File: src/rtl/prio_event_arbiter.sv
// Registered event arbiter: turns rising edges on N request lines into sticky
// pending bits and grants one per accept, by fixed priority or round-robin.
module prio_event_arbiter #(
    parameter  int N     = 16,
    localparam int IDX_W = $clog2(N)
) (
    input  logic             clk,
    input  logic             rst,
    input  logic [N-1:0]     req_i,
    input  logic             mode_i,
    input  logic             clr_ovf_i,
    input  logic             out_ready,
    output logic             out_valid,
    output logic [IDX_W-1:0] out_idx,
    output logic             out_multi,
    output logic [N-1:0]     pend_o,
    output logic             overflow_o
);

    typedef enum logic {
        EMPTY = 1'b0,
        HOLD  = 1'b1
    } state_e;

    state_e           state_q, state_d;
    logic [N-1:0]     req_q, req_d;
    logic [N-1:0]     pend_q, pend_d;
    logic [IDX_W-1:0] last_q, last_d;
    logic [IDX_W-1:0] idx_q, idx_d;
    logic             multi_q, multi_d;
    logic             ovf_q, ovf_d;

    logic             accept;
    logic [N-1:0]     accMask;
    logic [N-1:0]     riseVec;
    logic [N-1:0]     candVec;
    logic             selFound;
    logic [IDX_W-1:0] selIdx;
    logic             selMulti;
    int               searchStart;
    int               searchPos;

    // Edge detect, accept mask and the candidate set seen by the selector.
    always_comb begin
        accept  = (state_q == HOLD) && out_ready;
        accMask = '0;
        if (accept) begin
            accMask[idx_q] = 1'b1;
        end
        riseVec  = req_i & ~req_q;
        candVec  = pend_q & ~accMask;
        selMulti = |(candVec & (candVec - N'(1)));
    end

    // Descending search from start-1 with wrap; fixed priority is the
    // same walk starting from 0, so both modes share one loop.
    always_comb begin
        selFound    = 1'b0;
        selIdx      = '0;
        searchPos   = 0;
        searchStart = mode_i ? int'(last_q) : 0;
        for (int off = 1; off <= N; off++) begin
            searchPos = searchStart - off;
            if (searchPos < 0) begin
                searchPos = searchPos + N;
            end
            if (!selFound && candVec[searchPos[IDX_W-1:0]]) begin
                selFound = 1'b1;
                selIdx   = searchPos[IDX_W-1:0];
            end
        end
    end

    // Next-state for the output stage plus pending/overflow bookkeeping.
    always_comb begin
        state_d = state_q;
        req_d   = req_i;
        pend_d  = candVec | riseVec;
        last_d  = last_q;
        idx_d   = idx_q;
        multi_d = multi_q;
        ovf_d   = ovf_q;

        if (|(riseVec & candVec)) begin
            ovf_d = 1'b1;
        end else if (clr_ovf_i) begin
            ovf_d = 1'b0;
        end

        if (accept) begin
            last_d = idx_q;
        end

        // A held grant only moves on accept; an empty stage loads whenever it can.
        if (state_q == EMPTY || accept) begin
            if (selFound) begin
                idx_d   = selIdx;
                multi_d = selMulti;
                state_d = HOLD;
            end else begin
                state_d = EMPTY;
            end
        end
    end

    always_ff @(posedge clk) begin
        if (rst) begin
            state_q <= EMPTY;
            req_q   <= '0;
            pend_q  <= '0;
            last_q  <= '0;
            idx_q   <= '0;
            multi_q <= 1'b0;
            ovf_q   <= 1'b0;
        end else begin
            state_q <= state_d;
            req_q   <= req_d;
            pend_q  <= pend_d;
            last_q  <= last_d;
            idx_q   <= idx_d;
            multi_q <= multi_d;
            ovf_q   <= ovf_d;
        end
    end

    assign out_valid  = (state_q == HOLD);
    assign out_idx    = idx_q;
    assign out_multi  = multi_q;
    assign pend_o     = pend_q;
    assign overflow_o = ovf_q;

endmodule

File: config.mk
export PLATFORM = sky130hd
export DESIGN_NAME = prio_event_arbiter
export DESIGN_NICKNAME = d
export VERILOG_FILES = /design/src/rtl/prio_event_arbiter.sv
export SDC_FILE = /design/constraint.sdc
export NUM_CORES = 1
export LEC_CHECK = 0
export ABC_AREA = 0
export BUFFER_PORTS_ARGS = -buffer_cell sky130_fd_sc_hd__buf_2
export CORE_MARGIN = 2
export CORE_UTILIZATION = 51
export CTS_CLUSTER_DIAMETER = 150
export DETAILED_ROUTE_END_ITERATION = 8
export GPL_ROUTABILITY_DRIVEN = 0
export PLACE_DENSITY = 0.72
export SYNTH_ARGS = -nofsm -noshare
export SYNTH_HDL_FRONTEND = slang
export SYNTH_SLANG_ARGS = --single-unit
File: constraint.sdc
create_clock -name clk -period 5.32 [get_ports clk]
set_clock_uncertainty 0.2 [all_clocks]
set_input_delay 0.266 -clock clk [delete_from_list [all_inputs] [get_ports clk]]
set_output_delay 0.266 -clock clk [all_outputs]
set_load 0.02 [all_outputs]
==> flow_metrics.tcl, run 1 <==
set metrics [dict create \
    cts.sinks 43 \
    min_to "req_q[4]" \
    nets 665 \
    drt-wirelength-per-cell_um 21.7 \
    ant_nets 0 \
    drv_cap 0 \
    required_ns 5.34 \
    dieArea_um2 10100 \
    violations "negative hold slack" \
    worstMarginPinSlew_ns 0.766 \
    dieWidth_um 100 \
    wirelength_um 16300 \
    grt_usage_pct 31.8 \
    ff_latch_area_um2 861 \
    cp_max_fo 17 \
    rrSetupSlack_ns 0.64 \
    wl_met3_um 1910 \
    synth_top_flop_cell "dfxtp_1" \
    numPortBuffers 43 \
    synth-edff-count 0 \
    grt_overflow 0 \
    dp_hpwl_um 12600 \
    netlist.area_leader.share_pct 18.2 \
    dr.max_layer_used "met4" \
    syn_nets 637 \
    placed_area_um2 4960 \
    synthCells 609 \
    grt_antenna_before_repair 0 \
    grt_max_degree 45 \
    fillers 864 \
    start_util_pct 52.0 \
    finalCriticalPeriod_ns 4.68 \
    leakage_uw 0.00202 \
    post-route-period-util_pct 87.9 \
    die_y_um 100 \
    whs_path_depth 2 \
    syn_area_per_cell_um2 7.77 \
    synthTopCellsByArea "dfxtp_1, a21oi_1, mux4_2" \
    synth-seq-cells 43 \
    drtIter0Drc 712 \
    yosys_warnings 0 \
    vias 5366 \
    clock-root-buffer "clkbuf_8" \
    fmax_mhz 214 \
    slew_violations 0 \
    power_uw 1420 \
    ys_types 87 \
    clockBufferDepth 2 \
    avgViaCountPerCell 7.16 \
    slew_headroom_pct 47.6 \
    p_per_area_nw_per_um2 273 \
    syn-cell-area_um2 4730 \
    hold_viol_final 3 \
    dr_wl_met2_um 7150 \
    dp.cells 732 \
    area_growth_pct 9.60 \
    ir_worst_vdd_mv 0.237 \
    multiInputGateArea_um2 3620 \
    layout.cells.non_filler 749 \
    finalInstanceArea_um2 5190 \
    core-area_um2 9110 \
    firstDrtPassIters 6 \
    synth-async-reset-ratio_pct 0 \
    path_clk_slew_ns 0.09 \
    tritoncts "built" \
    cts_max_level 2 \
    numCtsBuffers 5 \
    final.setup.tns_ns 0 \
    route.detailed.drc 0 \
    cp-end-kind "register" \
    setup_viol 0 \
    antenna_cells 0 \
    rows 35 \
    holdCritPathClass "in2reg" \
    first_global_vias 4979 \
    clk_latency_ns 0.31 \
    ys_seq_area_share_pct 18.2 \
    status "finished with violations" \
    hold_start "req_i[4]" \
    r2r_start "last_q[2]" \
    worstPathArrival_ns 4.70 \
    wl_met1_um 6410 \
    rsz0062_at_grt "no" \
    r2r-end "out_idx[0]" \
    grt_pass1_wl_um 25300 \
    cp-start-kind "register" \
    whs_ns -0.0116 \
    ios 44 \
    drive_above_1_share_pct 16.1 \
    path_class "reg2reg" \
    reg2reg_depth 14 \
    yosys.area.top_type "dfxtp_1" \
]
## worst max-delay path, stage by stage, from the launching register on
cell and delay (ns):
dfxtp_1 0.62, nand2_1 0.47, inv_2 0.15, buf_4 0.28
ha_1 0.19, a21oi_1 0.09, xnor2_2 0.39, mux4_2 0.38
o21ai_1 0.14, nor4_2 0.63, buf_4 0.26, nand3_1 0.14
or2_0 0.24, a31o_1 0.23, o31ai_1 0.17
## synth_stat cells (4+ instances only)
cell type / instances
buf_2: 14
o32ai_1: 6
a21oi_1: 68
a22oi_1: 4
xnor2_1: 4
nand3_1: 21
a21boi_1: 4
or4_4: 4
a211o_1: 5
nor2_1: 42
o31ai_1: 4
and3_1: 14
ha_1: 7
dfxtp_1: 43
o22ai_1: 17
a2111oi_0: 15
clkbuf_1: 19
o21ai_0: 43
nor4_1: 7
o2bb2ai_1: 9
a21bo_2: 5
nor3_1: 7
a221o_1: 10
and2_1: 4
or3_1: 4
nand2_1: 37
inv_1: 12
nand2b_1: 21
a311oi_1: 4
nor2b_1: 18
a22o_1: 5
mux4_2: 10
o21a_1: 4
xnor3_1: 4
a221oi_1: 10
a31oi_1: 5
mux2i_1: 14
## how the worst max path moves through the flow
stage / endpoint / cells past startpoint / slack [ns] / startpoint
after detailed placement: out_idx[0] / 16 / 0.65 / mode_i
after floorplan: out_idx[1] / 18 / 0.80 / mode_i
after global placement: out_idx[0] / 16 / 0.81 / mode_i
after global routing: out_idx[0] / 14 / 0.37 / last_q[2]
after CTS: out_idx[1] / 12 / 0.78 / last_q[2]
final: out_idx[0] / 14 / 0.64 / last_q[2]
## routing by layer
layer	vias up	global-route usage [%]
met5	-	0
met4	0	15.7
met3	74	5.78
met2	362	50.4
met1	2498	41.7
li1	2432	-
## state kept, by name (all words and copies together) (netlist names)
register / cells
last_q: 4
out_idx: 4
out_multi: 1
out_valid: 1
overflow_o: 1
pend_o: 16
req_q: 16
## what timing repair did
item | in CTS | in global routing
resized for setup | 0 | 0
hold endpoints to repair | 8 | 1
setup buffers | 0 | 0
hold buffers | 8 | 1
## final cells by class
| type | instances | area share (%) |
|---|---|---|
| clock buffers | 5 | 1.33 |
| clock inverters | 3 | 1.38 |
| inverters | 16 | 1.16 |
| multi-input cells | 511 | 69.8 |
| flip-flops and latches | 43 | 16.6 |
| well taps | 111 | 2.68 |
| repair buffers | 60 | 7.04 |
## stage by stage
stage | util, % | setup slack [ns]
3_3_place_gp | 54.4 | 0.805
4_1_cts | 56.8 | 0.777
5_1_grt | 56.9 | 0.373
2_1_floorplan | - | 0.799
6_report | 56.9 | 0.642
3_5_place_dp | 54.4 | 0.651
## logic make-up after synthesis
family	count (synthesis)	share of synthesized area (%)
AOI/OAI and AO/OA	252	37.5
xor gates and xnor gates	12	3.54
adders and majority gates	10	2.49
and+or+nand+nor	212	25.0
muxes	25	7.96
buffers and inverters	55	5.29
DFF	43	18.2
## cell usage in the layout (no fill, tap or decap), types with 5 or more instances in the layout
cell / synthesis / routed
a2111oi_0: 15 / 15
a211o_1: 5 / 5
a21bo_2: 5 / 5
a21oi_1: 68 / 68
a221o_1: 10 / 10
a221oi_1: 10 / 10
a22o_1: 5 / 5
a31oi_1: 5 / 5
and3_1: 14 / 14
buf_2: 14 / 43
buf_4: 3 / 8
clkbuf_8: 0 / 5
dfxtp_1: 43 / 43
dlygate4sd3_1: 0 / 9
ha_1: 7 / 7
inv_1: 12 / 12
mux2i_1: 14 / 14
mux4_2: 10 / 10
nand2_1: 37 / 37
nand2b_1: 21 / 21
nand3_1: 21 / 21
nor2_1: 42 / 42
nor2b_1: 18 / 18
nor3_1: 7 / 7
nor4_1: 7 / 7
o21ai_0: 43 / 43
o22ai_1: 17 / 17
o2bb2ai_1: 9 / 9
o32ai_1: 6 / 6
## power breakdown
| part | switching, µW | total (µW) | internal (µW) |
|---|---|---|---|
| clock network | 124 | 315 | 191 |
| registers | 54.7 | 406 | 351 |
| logic | 425 | 695 | 271 |
(Power assumes the default switching activity.)
==> inputs of run 2 (changes only) <==
Settings changed: CORE_ASPECT_RATIO set to 0.8.
==> run 2 against run 1 <==
Against the previous run: the flow still finishes with violations (negative hold slack); count of clock-buffer cells in the layout is the same; non-clock buffer count shrank 1; core utilization grew 0.52 points; sequential cell count is the same; largest power group unchanged.
==> flow_metrics.tcl, run 2 (synthesis gave the netlist of run 1 again) <==
set metrics [dict create \
    status "finished with violations" \
    cp_max_fo 28 \
    crit_path_top_delay_cell "or4b_4" \
    post-route-period-util_pct 92.8 \
    drt-wirelength-per-cell_um 23.3 \
    whs_ns -0.000372 \
    dieWidth_um 112 \
    rows 31 \
    drive_above_1_share_pct 16.2 \
    post_cts_buffers 0 \
    hold_viol_final 1 \
    numPortBuffers 43 \
    drv_cap 0 \
    cts_max_level 2 \
    rsz0062_at_grt "no" \
    vias 5529 \
    cp_cell_sequence "nand2_2, ha_1, a21boi_1, or2_0, a221o_1, mux4_2, o21ai_1, or4b_4, a32o_1, a221oi_2, a31oi_1, o31a_1" \
    worstPathArrival_ns 4.93 \
    clockBufferDepth 2 \
    setup_viol 0 \
    clock-root-buffer "clkbuf_16" \
    dieArea_um2 10100 \
    die_y_um 90.2 \
    avgViaCountPerCell 7.35 \
    area_growth_pct 9.73 \
    grt_overflow 0 \
    clk_latency_ns 0.30 \
    first_global_vias 4891 \
    ios 44 \
    violations "negative hold slack" \
    final_cell_mix "a21oi_1, o21ai_0, buf_2, dfxtp_1, nor2_1" \
    ir_worst_vdd_mv 0.189 \
    ant_nets 0 \
    dp_hpwl_um 13000 \
    final_common_cell "a21oi_1" \
    cp-end-kind "register" \
    numCtsBuffers 5 \
    layout.cells.non_filler 752 \
    tritoncts "built" \
    leakage_uw 0.00202 \
    slew_violations 0 \
    required_ns 5.31 \
    antenna_cells 0 \
    cts-resized-gates 0 \
    placed_area_um2 4960 \
    path_class "reg2reg" \
    p_per_area_nw_per_um2 280 \
    route.detailed.drc 0 \
    fmax_mhz 203 \
    cts.sinks 43 \
    critPathMaxStageDelay_ns 0.58 \
    grt_antenna_before_repair 0 \
    hold_buffers 8 \
    core-area_um2 9040 \
    start_util_pct 52.4 \
    worstMarginPinSlew_ns 0.851 \
    final.setup.tns_ns 0 \
    grt_pass1_wl_um 27000 \
    grt_max_degree 45 \
    path_clk_slew_ns 0.07 \
    finalCriticalPeriod_ns 4.94 \
    cp-start-kind "register" \
    wirelength_um 17500 \
    fin_util_pct 57.5 \
    slew_headroom_pct 42.8 \
    finalInstanceArea_um2 5190 \
    dp.cells 736 \
    firstDrtPassIters 6 \
    grt_usage_pct 33.6 \
    drtIter0Drc 928 \
    nets 664 \
    holdCritPathClass "in2reg" \
    fillers 824 \
]
run 2: report_power, final:
group	switching (µW)	internal [µW]	total [µW]
clock	155	179	334
combinational	447	273	720
sequential	51.9	351	403
run 2: layout make-up:
| cell class | count | area (µm²) | share of cell area [%] |
|---|---|---|---|
| Clock buffer | 5 | 125 | 2.41 |
| Inverter | 16 | 60.1 | 1.16 |
| Sequential cell | 43 | 861 | 16.6 |
| Timing Repair Buffer | 59 | 355 | 6.84 |
| Multi-Input combinational cell | 511 | 3620 | 69.7 |
| Clock inverter | 3 | 26.3 | 0.506 |
| Tap cell | 115 | 144 | 2.77 |
run 2: final timing paths:
kind / from / end / slack, ns / cells past startpoint
setup / recovery: last_q[0] / out_idx[1] / 0.38 / 12
hold / removal: req_i[15] / req_q[15] / -0.0004 / 2
setup reg to reg: last_q[0] / out_idx[1] / 0.38 / 12
hold reg to reg: req_q[10] / pend_o[10] / 0.31 / 2
run 2: metal layers:
| layer | vias to the layer above | GRT usage (%) | share of wire (%) |
|---|---|---|---|
| li1 | 2432 | - | - |
| met1 | 2583 | 49.6 | 42 |
| met2 | 443 | 46.8 | 40 |
| met3 | 71 | 11.3 | 15 |
| met4 | 0 | 7.82 | 2.7 |
| met5 | - | 0 | 0 |
run 2: per-stage QoR:
stage | hold slack, ns | power, µW | setup WS, ns
floorplan | 0.194 | 897 | 0.799
global placement | 0.289 | 1070 | 0.734
detailed placement | 0.299 | 1080 | 0.463
CTS | 0.000450 | 1420 | 0.622
global route | 0.00977 | 1510 | 0.248
finish | -0.000372 | 1460 | 0.383
run 2: worst max-delay path, delay by kind of cell, from the launching register on:
| family | cells | cell delay (ns) |
|---|---|---|
| adders and majority gates | 1 | 0.44 |
| DFF | 1 | 0.35 |
| muxes | 1 | 0.32 |
| and+or+nand+nor | 3 | 1.49 |
| AOI/OAI and AO/OA | 7 | 2.02 |
==> inputs of run 3 (changes only) <==
Settings changed: CTS_BUF_LIST set to sky130_fd_sc_hd__clkbuf_2, PLACE_DENSITY 0.72 to not set, PLACE_DENSITY_LB_ADDON set to 0.1.
==> run 3 against run 2 <==
Against the previous run: the run now ends clean; hold slack better by 0.024 ns; sequential cell count did not move; core utilization grew 0.40 points; total power is 8.2% lower; via count rose by 0.27%; wire length rose by 0.76%; global-route usage up 0.62 points; combinational power is 1% higher; critical endpoint unchanged.
==> flow_metrics.tcl, run 3 (synthesis gave the netlist of run 1 again) <==
set metrics [dict create \
    core-area_um2 9040 \
    cp_max_fo 17 \
    numCtsBuffers 5 \
    path_class "reg2reg" \
    rrSetupSlack_ns 0.70 \
    cp-startpoint "last_q[2]" \
    cts_max_level 2 \
    wirelength_um 17600 \
    drv_cap 0 \
    cp-start-kind "register" \
    pre_cts_ws_ns 0.816 \
    grt_usage_pct 34.2 \
    grt_antenna_before_repair 0 \
    final_common_cell "a21oi_1" \
    dieArea_um2 10100 \
    area_growth_pct 10.5 \
    ir_worst_vdd_mv 0.156 \
    clock-root-buffer "clkbuf_2" \
    required_ns 5.51 \
    rows 31 \
    firstDrtPassIters 5 \
    dieWidth_um 112 \
    final.setup.tns_ns 0 \
    clockBufferDepth 2 \
    nets 677 \
    finalCriticalPeriod_ns 4.62 \
    clk_latency_ns 0.46 \
    worstPathArrival_ns 4.81 \
    setup_viol 0 \
    crit_path_top_delay_cell "dfxtp_1" \
    holdCritPathClass "in2reg" \
    p_per_area_nw_per_um2 256 \
    path_clk_slew_ns 0.26 \
    status "completed" \
    worst_slack_ns 0.699 \
    grt_max_degree 45 \
    grt_pass1_wl_um 27500 \
    numPortBuffers 43 \
    multiInputGateArea_um2 3620 \
    cts.sinks 43 \
    ff_latch_area_um2 861 \
    ios 44 \
    slew_violations 0 \
    first_global_vias 4896 \
    post-route-period-util_pct 86.9 \
    final_cell_mix "a21oi_1, o21ai_0, buf_2, dfxtp_1, nor2_1" \
    cp_cell_sequence "nand2_1, inv_2, buf_4, xnor3_1, a221o_1, mux2_2, o211ai_2, nor3_1, or4_1, a221oi_2, a31oi_1, o31a_1" \
    antenna_cells 0 \
    dp_hpwl_um 13200 \
    worstSetupEndpoint "out_idx[1]" \
    placed_area_um2 4990 \
    critPathMaxStageDelay_ns 0.68 \
    cp-end-kind "register" \
    leakage_uw 0.00204 \
    slew_headroom_pct 44.9 \
    tritoncts "built" \
    route.detailed.drc 0 \
    worstSetupPathDepth 12 \
    grt_overflow 0 \
    drtIter0Drc 938 \
    vias 5544 \
    cts-resized-gates 0 \
    drt-wirelength-per-cell_um 23.1 \
    finalInstanceArea_um2 5230 \
    ant_nets 0 \
    rsz0062_at_grt "no" \
    whs_ns 0.0238 \
    path_buf_inv 2 \
    r2r-end "out_idx[1]" \
    critPathTopFamily "compound AO/OA/AOI/OAI gates" \
    worstMarginPinSlew_ns 0.806 \
    avgViaCountPerCell 7.25 \
    drive_above_1_share_pct 16.3 \
    fillers 855 \
    reg2reg_depth 12 \
    start_util_pct 52.4 \
    r2r_start "last_q[2]" \
    fmax_mhz 216 \
    hold_viol_final 0 \
    die_y_um 90.2 \
]
run 3: layer usage:
| layer | global-route usage, % | share of wire, % | up-vias | routed length, µm |
|---|---|---|---|---|
| li1 | - | - | 2465 | - |
| met1 | 48.8 | 42 | 2553 | 7340 |
| met2 | 47.8 | 40 | 454 | 7040 |
| met3 | 13.0 | 15 | 72 | 2670 |
| met4 | 9.57 | 3.4 | 0 | 603 |
| met5 | 0 | 0 | - | 0 |
run 3: per-stage QoR:
stage,std cells,util [%],power (µW)
floorplan,609,-,897
global route,765,57.9,1400
CTS,765,57.9,1310
finish,765,57.9,1340
global placement,740,55.2,1080
detailed placement,740,55.2,1080
run 3: what timing repair did:
| item | 4_1_cts | 5_1_grt |
|---|---|---|
| hold endpoints to repair | 36 | 0 |
| setup buffers | 0 | 0 |
| hold buffers | 17 | 0 |
run 3: where the power goes:
part	leakage, µW	internal [µW]	switching [µW]	total (µW)
Sequential	0.000358	352	50.0	402
Combinational	0.00164	279	448	727
Clock	0.0000410	79.8	128	208
Total	0.00204	711	626	1340
run 3: worst min-delay path by stage:
stage	startpoint	end	slack (ns)	cells past startpoint
floorplan	req_i[0]	req_q[0]	0.19	1
global placement	req_i[4]	req_q[4]	0.29	2
detailed placement	req_i[4]	req_q[4]	0.30	2
CTS	clr_ovf_i	overflow_o	0.02	4
global route	clr_ovf_i	overflow_o	0.07	4
finish	clr_ovf_i	overflow_o	0.02	4
run 3: worst register-to-register path, cell delays in order (launching register included):
cell and delay [ns]:
dfxtp_1 0.68, nand2_1 0.33, inv_2 0.14, buf_4 0.28, xnor3_1 0.38, a221o_1 0.46, mux2_2 0.32, o211ai_2 0.40
nor3_1 0.13, or4_1 0.50, a221oi_2 0.32, a31oi_1 0.12, o31a_1 0.30
run 3: final cells by class:
| class | instances | share of cell area, % |
|---|---|---|
| multi-input combinational | 511 | 69.3 |
| sequential | 43 | 16.5 |
| timing repair buffer | 72 | 9.09 |
| tap | 115 | 2.75 |
| inverter | 16 | 1.15 |
| clock inverter | 3 | 0.814 |
| clock buffer | 5 | 0.479 |
